<file path="src/rtl/stream_mux_rr_pkg.sv">
// ----------------------------------------------------------------------------
// stream_mux_pkg
// Shared types and helpers for the stream_mux_rr multiplexer.
//   mux_mode_e     : channel choice policy (explicit select or round-robin)
//   N_CH_DEFAULT   : default channel count
//   DATA_W_DEFAULT : default payload width
//   next_ptr()     : increment with wrap-around for any channel count
// ----------------------------------------------------------------------------
package stream_mux_pkg;

    typedef enum logic {
        MODE_SEL = 1'b0,
        MODE_RR  = 1'b1
    } mux_mode_e;

    localparam int N_CH_DEFAULT   = 4;
    localparam int DATA_W_DEFAULT = 8;

    // Compare-and-clear instead of a modulo so non-power-of-2 counts wrap
    // correctly without a divider.
    function automatic int unsigned next_ptr(input int unsigned idx, input int unsigned n);
        return (idx + 1 >= n) ? 0 : idx + 1;
    endfunction

endpackage

</file>
<file path="src/rtl/stream_mux_rr_arbiter.sv">
// ----------------------------------------------------------------------------
// rr_arbiter
// Purely combinational round-robin arbiter. Grants the first requester found
// searching upward from ptr, wrapping N_CH-1 -> 0.
//   req       [N_CH-1:0]  : request vector
//   ptr       [IDX_W-1:0] : highest-priority index (kept in range by owner)
//   grant     [N_CH-1:0]  : one-hot grant, all-zero when nothing requests
//   grant_idx [IDX_W-1:0] : binary index of the grant (0 when no grant)
// ----------------------------------------------------------------------------
module rr_arbiter
    import stream_mux_pkg::*;
#(
    parameter int N_CH  = N_CH_DEFAULT,
    parameter int IDX_W = $clog2(N_CH)
) (
    input  logic [N_CH-1:0]  req,
    input  logic [IDX_W-1:0] ptr,
    output logic [N_CH-1:0]  grant,
    output logic [IDX_W-1:0] grant_idx
);

    logic             found;
    logic [IDX_W-1:0] cur;

    // Walk the candidate index from ptr for N_CH steps; the inner loop turns
    // the variable candidate into constant bit selects on req/grant.
    always_comb begin
        // NOTE: every variable gets a default before any conditional write,
        // otherwise the unassigned paths infer latches.
        grant     = '0;
        grant_idx = '0;
        found     = 1'b0;
        cur       = ptr;
        for (int k = 0; k < N_CH; k++) begin
            for (int i = 0; i < N_CH; i++) begin
                if (!found && req[i] && (32'(cur) == 32'(i))) begin
                    grant[i]  = 1'b1;
                    grant_idx = cur;
                    found     = 1'b1;
                end
            end
            cur = IDX_W'(next_ptr(32'(cur), N_CH));
        end
    end

endmodule

</file>
<file path="src/rtl/stream_mux_rr.sv">
// ----------------------------------------------------------------------------
// stream_mux_rr
// N-channel valid/ready stream multiplexer with a single registered output
// stage. Channel choice is explicit (sel) or round-robin (mode=1). The output
// register reloads in the same cycle it is drained, so throughput is one beat
// per cycle while the consumer is ready.
//
// Ports:
//   clk, rst_n                : rising-edge clock, async active-low reset
//   mode                      : 0 = explicit select, 1 = round-robin
//   sel       [SEL_W-1:0]     : channel used when mode=0 (>= N_CH: none)
//   in_valid  [N_CH-1:0]      : per-channel valid
//   in_data   [N_CH*DATA_W-1:0]: channel i at [i*DATA_W +: DATA_W]
//   in_ready  [N_CH-1:0]      : per-channel ready (at most one high)
//   out_valid, out_data, out_ch: registered output beat and its source
//   out_ready                 : consumer ready
//
// Optional build macro STREAM_MUX_PKT_LOCK_EN adds in_last/out_last: after a
// non-last beat the grant stays locked to that channel until its last beat,
// and the round-robin pointer only advances on last beats.
// ----------------------------------------------------------------------------
module stream_mux_rr
    import stream_mux_pkg::*;
#(
    parameter int N_CH   = N_CH_DEFAULT,
    parameter int DATA_W = DATA_W_DEFAULT,
    parameter int SEL_W  = $clog2(N_CH)
) (
    input  logic                   clk,
    input  logic                   rst_n,
    input  logic                   mode,
    input  logic [SEL_W-1:0]       sel,
    input  logic [N_CH-1:0]        in_valid,
    input  logic [N_CH*DATA_W-1:0] in_data,
    output logic [N_CH-1:0]        in_ready,
    output logic                   out_valid,
    output logic [DATA_W-1:0]      out_data,
    output logic [SEL_W-1:0]       out_ch,
    input  logic                   out_ready
`ifdef STREAM_MUX_PKT_LOCK_EN
    ,
    input  logic [N_CH-1:0]        in_last,
    output logic                   out_last
`endif
);

    mux_mode_e         mode_e;
    logic [SEL_W-1:0]  rr_ptr;
    logic              load_en;
    logic              xfer;
    logic              beat_last;
    logic [N_CH-1:0]   rr_grant;
    logic [SEL_W-1:0]  rr_idx;
    logic [N_CH-1:0]   grant;
    logic [SEL_W-1:0]  grant_idx;
    logic [DATA_W-1:0] grant_data;

`ifdef STREAM_MUX_PKT_LOCK_EN
    logic              lock_active;
    logic [SEL_W-1:0]  lock_ch;
`endif

    assign mode_e  = mux_mode_e'(mode);
    assign load_en = !out_valid || out_ready;

    rr_arbiter #(
        .N_CH  (N_CH),
        .IDX_W (SEL_W)
    ) u_arb (
        .req       (in_valid),
        .ptr       (rr_ptr),
        .grant     (rr_grant),
        .grant_idx (rr_idx)
    );

    always_comb begin
        grant      = '0;
        grant_idx  = '0;
        grant_data = '0;
`ifdef STREAM_MUX_PKT_LOCK_EN
        if (lock_active) begin
            // Mid-packet: only the locked channel may send, whatever mode/sel say.
            for (int i = 0; i < N_CH; i++) begin
                grant[i] = in_valid[i] && (32'(lock_ch) == 32'(i));
            end
            grant_idx = lock_ch;
        end else
`endif
        if (mode_e == MODE_RR) begin
            grant     = rr_grant;
            grant_idx = rr_idx;
        end else begin
            // Out-of-range sel matches no channel, so nothing is granted.
            for (int i = 0; i < N_CH; i++) begin
                grant[i] = in_valid[i] && (32'(sel) == 32'(i));
            end
            grant_idx = sel;
        end
        for (int i = 0; i < N_CH; i++) begin
            if (grant[i]) grant_data = in_data[i*DATA_W +: DATA_W];
        end
    end

    assign in_ready = load_en ? grant : '0;
    assign xfer     = |in_ready;

`ifdef STREAM_MUX_PKT_LOCK_EN
    assign beat_last = |(in_last & grant);
`else
    assign beat_last = 1'b1;
`endif

    // NOTE: sequential state is assigned only with non-blocking (<=) so all
    // registers update from pre-edge values, independent of statement order.
    always_ff @(posedge clk or negedge rst_n) begin
        if (!rst_n) begin
            out_valid   <= 1'b0;
            out_data    <= '0;
            out_ch      <= '0;
            rr_ptr      <= '0;
`ifdef STREAM_MUX_PKT_LOCK_EN
            out_last    <= 1'b0;
            lock_active <= 1'b0;
            lock_ch     <= '0;
`endif
        end else begin
            if (xfer) begin
                // Covers both an empty register and a same-cycle drain+reload.
                out_valid <= 1'b1;
                out_data  <= grant_data;
                out_ch    <= grant_idx;
                if (mode_e == MODE_RR && beat_last) begin
                    rr_ptr <= SEL_W'(next_ptr(32'(grant_idx), N_CH));
                end
`ifdef STREAM_MUX_PKT_LOCK_EN
                out_last    <= beat_last;
                lock_active <= !beat_last;
                lock_ch     <= grant_idx;
`endif
            end else if (out_ready) begin
                out_valid <= 1'b0;
            end
        end
    end

endmodule

</file>
<file path="config.mk">
export PLATFORM = sky130hd
export DESIGN_NAME = stream_mux_rr
export DESIGN_NICKNAME = d
export VERILOG_FILES = /design/src/rtl/stream_mux_rr_pkg.sv /design/src/rtl/stream_mux_rr_arbiter.sv /design/src/rtl/stream_mux_rr.sv
export SDC_FILE = /design/constraint.sdc
export NUM_CORES = 1
export LEC_CHECK = 0
export ABC_AREA = 1
export CAP_MARGIN = 20
export CORE_MARGIN = 8
export CORE_UTILIZATION = 30
export DETAILED_ROUTE_END_ITERATION = 6
export HOLD_SLACK_MARGIN = 0.08
export MAX_ROUTING_LAYER = met4
export PLACE_DENSITY_LB_ADDON = 0.15
export SYNTH_ARGS = -nofsm -noshare
export SYNTH_HDL_FRONTEND = slang
export SYNTH_SLANG_ARGS = --single-unit
</file>
<file path="constraint.sdc">
create_clock -name clk -period 4.1 [get_ports clk]
set_clock_uncertainty 0.15 [all_clocks]
set_input_delay 1.23 -clock clk [delete_from_list [all_inputs] [get_ports clk]]
set_output_delay 1.23 -clock clk [all_outputs]
set_load 0.02 [all_outputs]
</file>
==> flow_metrics.tcl, run 1 <==
set metrics [dict create \
    layout.nets 383 \
    antenna_left 0 \
    htreeDepth 1 \
    clock_latency_ns 0.24 \
    worst_pin_slew_ns 0.598 \
    synth_top_area_share 0.226 \
    final_common_cell "nand2_1" \
    layout_setup_ws_ns 0.0257 \
    synth.avg_cell_area_sq_um 6.43 \
    placed_cell_area_sq_um 2410 \
    cts_sinks 13 \
    cts-hold-fix-buffers 0 \
    start_util 0.307 \
    max_freq_ghz 0.245 \
    vias 1868 \
    syn_inst 224 \
    pin_count 57 \
    drc 0 \
    die_w_microns 85.3 \
    p_leak_nw 1.31 \
    grt_pass1_wl_microns 8870 \
    num_rows 25 \
    timing.final.hold_violations 0 \
    synth_cell_type_count 28 \
    pre_cts_slack_ns -0.942 \
    fin_crit_ns 4.07 \
    drt-initial-drc-count 99 \
    synth.net_count 271 \
    antenna_found_initial 0 \
    min_path_type "reg -> reg" \
    holdWs_ns 0.378 \
    layout-drive-gt1-share 0.287 \
    dp_hpwl_microns 4210 \
    clkTransAtPathRegs_ns 0.05 \
    hold_depth 2 \
    grt_max_degree 16 \
    yosysSeqAreaShare 0.226 \
    fin_crit_sh 0.994 \
    endpoint_kind "primary output" \
    cts_tree "yes" \
    first_pass_iters 4 \
    diodes 0 \
    ys_seq_elements 13 \
    cts_buffer_depth 2 \
    yosys.area.top_type "dfrtp_1" \
    n_fill_cell 463 \
    area_growth_pct 77.9 \
    grt_pass1_vias 1791 \
    switching_share 0.466 \
    r2r_end "rr_ptr[1]" \
    rsz0062_at_grt "true" \
    coreArea_sq_um 4690 \
    p_per_area_nw_per_um2 606 \
    gp_congestion 0.874 \
    setup_viol 0 \
    cp-endpoint "in_ready[3]" \
    track_usage 0.152 \
    viasPerCell 4.80 \
    power_frac_clock 0.071 \
    critPathLaunch "in_valid[0]" \
    die_area_sq_um 7280 \
    required_ns 2.72 \
    cp_max_fo 4 \
    wl_microns 5370 \
    portBuffers 56 \
    tns_ns 0 \
    ff2ff_path_depth 17 \
    postLayoutCoreUtil 0.546 \
    intPower_mw 0.830 \
    switchingPower_mw 0.725 \
    combPwrFrac 0.779 \
    irDropWorstVdd_v 0.000377 \
    status "completed" \
    cts_root_buffer "clkbuf_8" \
    setup.worst_path.start_class "primary input" \
    crit_arrival_ns 2.69 \
    rrSetupSlack_ns 1.08 \
    wire_per_inst_microns 13.8 \
    synthTopCellsByArea "dfrtp_1 23%, nand2_1 21%, nand4_1 10%, inv_1 7.0%, nand3_1 6.3%" \
    cts_buffers 3 \
    final_cell_mix "77 x nand2_1, 55 x buf_4, 48 x clkdlybuf4s50_1" \
    r2r-start "rr_ptr[1]" \
    crit_type "in -> out" \
    drv_cap 0 \
    final_area_sq_um 2560 \
    slew_violations 0 \
    yosys_warnings 0 \
    syn_area_sq_um 1440 \
    p_seq_frac 0.151 \
    dieHeight_microns 85.3 \
    relSlewSlack 0.596 \
    overflow 0 \
]
==> registers in the layout, summed over array words and instances (netlist names) <==
signal / flops
out_data: 8
out_ch: 2
rr_ptr: 2
out_valid: 1
==> cells by family after synthesis <==
group	share of synthesized area
xor+xnor	0.00608
flops	0.226
fa+ha+maj	0.0434
compound gates	0.0764
simple gates	0.552
buf+inv	0.0964
==> synth_stat cells, drive strengths merged <==
cell,count
nand3,23
xor2,1
or2,2
inv,28
o41ai,2
ha,5
o211ai,1
o21bai,2
and2,1
o22ai,1
nand4,25
a21oi,1
dfrtp,13
a21boi,1
o21ai,6
nand2,85
a31oi,1
nor2,21
buf,5
==> final cells by class <==
cell class                      count  area, sq um  share of cell area
Sequential cell                    13          325               0.127
Multi-Input combinational cell    178         1020               0.399
Inverter                           28          110              0.0429
Tap cell                           54         67.6              0.0264
Timing Repair Buffer              112          992               0.387
Clock buffer                        4         45.0              0.0176
==> per-stage QoR <==
stage	total power, mW	std cells
floorplan	0.908	224
global placement	1.37	374
detailed placement	1.37	374
CTS	1.51	384
global route	1.69	389
finish	1.55	389
==> power groups by stage <==
stage	clock network, mW	registers (mW)	logic, mW
after CTS	0.114	0.236	1.16
final	0.110	0.235	1.21
after global placement	0	0.237	1.13
after detailed placement	0	0.236	1.13
after global routing	0.121	0.245	1.33
after floorplan	0	0.299	0.609
==> critical path: stages <==
cell and delay (ns):
buf_6 0.11, nand2_8 0.06, nand3_4 0.07, nor2_4 0.14, nand4_4 0.09, nor2_4 0.15, nand4_4 0.10, nor2_4 0.17
nand3_2 0.10, o21ai_4 0.19, nand3_4 0.10, clkinv_4 0.06, buf_6 0.11
==> per-layer routing <==
layer / GRT usage / routed length, microns / vias to the layer above
met5: - / 0 / -
met4: 0.0143 / 39 / 0
met3: 0.0338 / 314 / 6
met2: 0.223 / 2280 / 70
met1: 0.214 / 2740 / 830
li1: - / - / 962
==> how the worst min path moves through the flow <==
stage,startpoint,to,slack [ns]
floorplan,rr_ptr[1],rr_ptr[1],0.37
global placement,out_data[2],out_data[2],0.37
detailed placement,out_data[5],out_data[5],0.37
CTS,out_data[5],out_data[5],0.39
global route,out_data[6],out_data[6],0.41
finish,out_data[3],out_data[3],0.38
==> timing repair <==
item                       CTS  global route
setup buffers                6             5
hold endpoints to repair     0             0
pin swaps                    7             9
setup endpoints to repair    4             4
gates resized for setup     37            19
No activity file was read; power rests on OpenSTA's default activity.
==> inputs of run 2 (changes only) <==
SETUP_SLACK_MARGIN = 0.3   (was default)
==> run 2 against run 1 <==
Compared with the run above: fmax rose by 2.4%; power rose by 0.77%; die area did not move; utilization rose by 0.32 points; non-clock buffer count fell by 2; sequential power barely moved; critical endpoint unchanged.
==> flow_metrics.tcl, run 2 (synthesis results as in run 1) <==
set metrics [dict create \
    htreeDepth 1 \
    cts_sinks 13 \
    cts_tree "yes" \
    drc 0 \
    die_w_microns 85.3 \
    p_per_area_nw_per_um2 608 \
    clkTransAtPathRegs_ns 0.05 \
    relSlewSlack 0.605 \
    status "completed" \
    cts_root_buffer "clkbuf_8" \
    grt_max_degree 16 \
    cts-hold-fix-buffers 0 \
    viasPerCell 4.98 \
    final_cell_mix "77 x nand2_1, 52 x buf_4, 47 x clkdlybuf4s50_1" \
    drv_cap 0 \
    antenna_left 0 \
    track_usage 0.152 \
    slew_violations 0 \
    die_area_sq_um 7280 \
    pin_count 57 \
    required_ns 2.72 \
    top_regs "out_data x8, out_ch x2, rr_ptr x2" \
    clock_latency_ns 0.24 \
    cts_buffers 3 \
    seq_area_sq_um 325 \
    cts_buffer_depth 2 \
    met2_usage 0.246 \
    dp_hpwl_microns 4400 \
    min_path_type "reg -> reg" \
    vias 1926 \
    endpoint_kind "primary output" \
    p_total_mw 1.57 \
    n_fill_cell 466 \
    place_inst 376 \
    diodes 0 \
    coreArea_sq_um 4690 \
    layout.nets 381 \
    irDropWorstVdd_v 0.000208 \
    ff2ff_path_depth 23 \
    first_pass_iters 4 \
    global_route.usage.met3 0.0319 \
    crit_arrival_ns 2.60 \
    gp_congestion 0.873 \
    p_leak_nw 1.31 \
    largest_register_ffs 8 \
    crit_type "in -> out" \
    overflow 0 \
    wire_per_inst_microns 14.0 \
    setup_viol 0 \
    stdcell_count 387 \
    multi_input_area_sq_um 1040 \
    worst_pin_slew_ns 0.590 \
    hold_depth 2 \
    setup.worst_path.start_class "primary input" \
    max_freq_ghz 0.251 \
    layout-drive-gt1-share 0.288 \
    fin_crit_ns 3.98 \
    rsz0062_at_grt "true" \
    top_register "out_data" \
    busiest_layer "met2" \
    cp_max_fo 3 \
    wl_microns 5440 \
    grt_pass1_wl_microns 8890 \
    use_met1 0.195 \
    final_common_cell "nand2_1" \
    antenna_found_initial 0 \
    grt_pass1_vias 1804 \
    timing.final.hold_violations 0 \
    area_growth_pct 78.9 \
    dieHeight_microns 85.3 \
    drt-initial-drc-count 83 \
    portBuffers 56 \
    start_util 0.307 \
    fin_crit_sh 0.970 \
    num_rows 25 \
]
run 2: cell count changes in the layout (fill, tap and decap cells not counted), sizes merged:
cell,change
inv,+1
buf,-1
clkinv,-1
dlygate4sd2,+1
clkbuf,-1
clkdlybuf4s50,-1
run 2: repair_timing:
action	4_1_cts	5_1_grt
buffers inserted	6	1
endpoints found under the hold margin	0	0
gates resized for setup	56	4
setup endpoints to repair	4	4
pin swaps	8	1
run 2: metal layers:
metal | vias up | part of all wire
li1 | 957 | -
met1 | 906 | 0.49
met2 | 61 | 0.44
met3 | 2 | 0.062
met4 | 0 | 0.0042
met5 | - | 0
run 2: area by class of cell:
class	instances	area share
clock buffers	4	0.0175
well taps	54	0.0262
flip-flops and latches	13	0.126
multi-input cells	178	0.403
repair buffers	110	0.384
inverters	28	0.0437
run 2: report_power, final:
part	internal [mW]	switching, mW
combinational	0.562	0.654
sequential	0.193	0.0442
clock	0.0685	0.0444
total	0.824	0.743
run 2: critical path, cell delays in order:
cell and delay, ns:
buf_8 0.11, nand2_8 0.06, nand3_4 0.07, nor2_4 0.11
nand4_4 0.10, nor2_4 0.13, nand4_4 0.10, nor2_4 0.13
nand3_2 0.10, o21ai_4 0.16, nand3_4 0.11, inv_6 0.07
buf_6 0.11
run 2: worst paths after layout:
check / from / endpoint / slack [ns]
max reg2reg: rr_ptr[1] / rr_ptr[1] / 0.96
max in group asynchronous: rst_n / rr_ptr[1] / 2.20
max: in_valid[0] / in_ready[3] / 0.12
min: out_data[4] / out_data[4] / 0.39
min in group asynchronous: rst_n / out_data[5] / 1.21
min reg2reg: out_data[4] / out_data[4] / 0.39
run 2: metrics by stage:
step           setup slack (ns)  hold slack [ns]   util  TNS (ns)  instance area (sq um)
2_1_floorplan           -0.0142            0.369      -   -0.0142                   1490
3_3_place_gp             -0.903            0.370  0.517     -3.50                   2420
3_5_place_dp             -0.948            0.373  0.517     -3.65                   2420
4_1_cts                   0.123            0.389  0.544         0                   2550
5_1_grt                  0.0172            0.427  0.550         0                   2580
6_report                  0.122            0.386  0.550         0                   2580
==> edit, RTL diff (flow settings as in run 1) <==
Build with the macro `STREAM_MUX_PKT_LOCK_EN` defined.
--- a/src/rtl/stream_mux_rr.sv
+++ b/src/rtl/stream_mux_rr.sv
@@ -19,6 +19,8 @@
 // non-last beat the grant stays locked to that channel until its last beat,
 // and the round-robin pointer only advances on last beats.
 // ----------------------------------------------------------------------------
+`define STREAM_MUX_PKT_LOCK_EN
+
 module stream_mux_rr
     import stream_mux_pkg::*;
 #(
Interface: changed (added in_last and out_last); port bits go from 57 to 62. The function was not compared with the original's and may differ.
==> edit against run 1 <==
- fmax up 0.85%
- routed wire length shrank 2.0%
- worst setup slack gained 34 ps
- sequential power up 18%
- synthesized area up 12%
- power increased by 9.0%
- via count grew 3.9%
- non-clock buffer count decreased by 1
- cell area rose by 6.3%
- final cell count grew 10%
- sequential cell count up 2
- largest power group unchanged
- highest routed layer unchanged
==> edit: results (changes against run 1) <==
Run status
The run finished with clean final reports.

Placement
The half-perimeter wire length after detailed placement is 4320 µm (+2.6%). The global placer's final weighted congestion is 0.843 (-3.6%). The placement-stage cell area is 0.00255 mm² (+6.0%). The worst setup slack before clock tree synthesis is -898 ps (+43.7 ps). The count of buffers inserted at the top-level ports is 61 (+8.9%).

Critical path
The capture point of the worst path is in_ready[3]. The largest delay contributor family on the critical path is simple AND/OR/NAND/NOR gates. In this run the worst setup path begins at in_valid[1]. The internal reg-to-reg setup slack is 1150 ps (+70 ps).

The path depth of the worst reg2reg path is 22 (+5). The worst-path cell with the longest stage delay is sky130_fd_sc_hd__nor2_4. The data arrival time of the critical path came to 2660 ps (-30 ps).

The delay of the slowest cell on the worst path was 140 ps (-50 ps). The capture point of the worst reg-to-reg path is out_data[6]. The maximum net fanout on the critical path is 5 (+1).

GRT
The met3 usage is 0.0165 (-0.0172). The wire length of the first global-routing pass is 8610 µm (-3.0%). The all-layer global routing usage is 0.139 (-0.0137). The maximum number of pins on one net before global-route repair is 21 (+5). The global routing met1 resource utilization is 0.177 (-0.0373).

Yosys
By area the synthesized netlist is led by sky130_fd_sc_hd__dfrtp_1 23%, sky130_fd_sc_hd__nand2_1 20%, sky130_fd_sc_hd__inv_1 7.4%. The number of nets produced by synthesis is 299 (+10%). The number of cells produced by synthesis is 248 (+11%). The compound-cell area share of the yosys netlist is 0.124 (+0.0474). Ranked by instance count, the synthesized netlist is headed by 87 x sky130_fd_sc_hd__nand2_1, 32 x sky130_fd_sc_hd__inv_1, 22 x sky130_fd_sc_hd__nand3_1, 19 x sky130_fd_sc_hd__nor2_1, 15 x sky130_fd_sc_hd__dfrtp_1. The count of unique library cells instantiated by Yosys is 28 (unchanged). The adder-cell share of the synthesized area was 0.0387 (-0.00473).

Power
The switching share of power is 0.498 (+0.0316). The largest vdd supply drop is 0.274 mV (-27%). The relative contribution of sequential cells to total power is 0.164 (+0.013).

Clocking
The post-cts gate resize count is 48 (+30%). The maximum buffer depth of the clock tree is 2 (unchanged). The buffers inserted during post-CTS setup optimization came to 9 (+3).

Layout
The fraction of final layout cells sized beyond drive strength 1 is 0.277 (-0.0100). In the final layout, the registers with the most flip-flops are out_data: 8 flops, lock_ch: 2 flops, rr_ptr: 2 flops. The final net count is 410 (+7.0%). The final core area utilization is 0.527 (-0.0195). The total of fill cells in the finished design is 521 (+13%).

Worst hold path
The worst min-delay path endpoint is out_last.

STA
The tightest hold margin was 321 ps (-56.5 ps). The slew of the pin with the lowest slew margin is 660 ps (+62.0 ps).

Drt
The detailed-routed wire length on met3 is 173 µm (-45%). The wire length per cell is 12.3 µm (-11%). The count of vias placed by the detailed router is 1,940 (+3.9%). The routed via count divided by cell count is 4.53 (-5.6%).
[edit: changes by cell type after synthesis, moves of 2 or more]
cell,delta
sky130_fd_sc_hd__nand3_1,+4
sky130_fd_sc_hd__a21oi_1,+10
sky130_fd_sc_hd__buf_6,+3
sky130_fd_sc_hd__nand4_1,-13
sky130_fd_sc_hd__buf_2,-3
sky130_fd_sc_hd__nand2_2,+2
sky130_fd_sc_hd__nand3_2,-2
sky130_fd_sc_hd__nand2_4,+6
sky130_fd_sc_hd__nand2_1,+5
sky130_fd_sc_hd__o21ai_2,+9
sky130_fd_sc_hd__dfrtp_1,+2
sky130_fd_sc_hd__o21bai_1,-2
sky130_fd_sc_hd__nand3_4,-2
sky130_fd_sc_hd__inv_1,+5
[edit: final cells by class]
class | instances | area share
repair buffers | 111 | 0.367
multi-input cells | 195 | 0.400
inverters | 33 | 0.0464
flip-flops and latches | 15 | 0.138
well taps | 70 | 0.0321
clock buffers | 4 | 0.0165
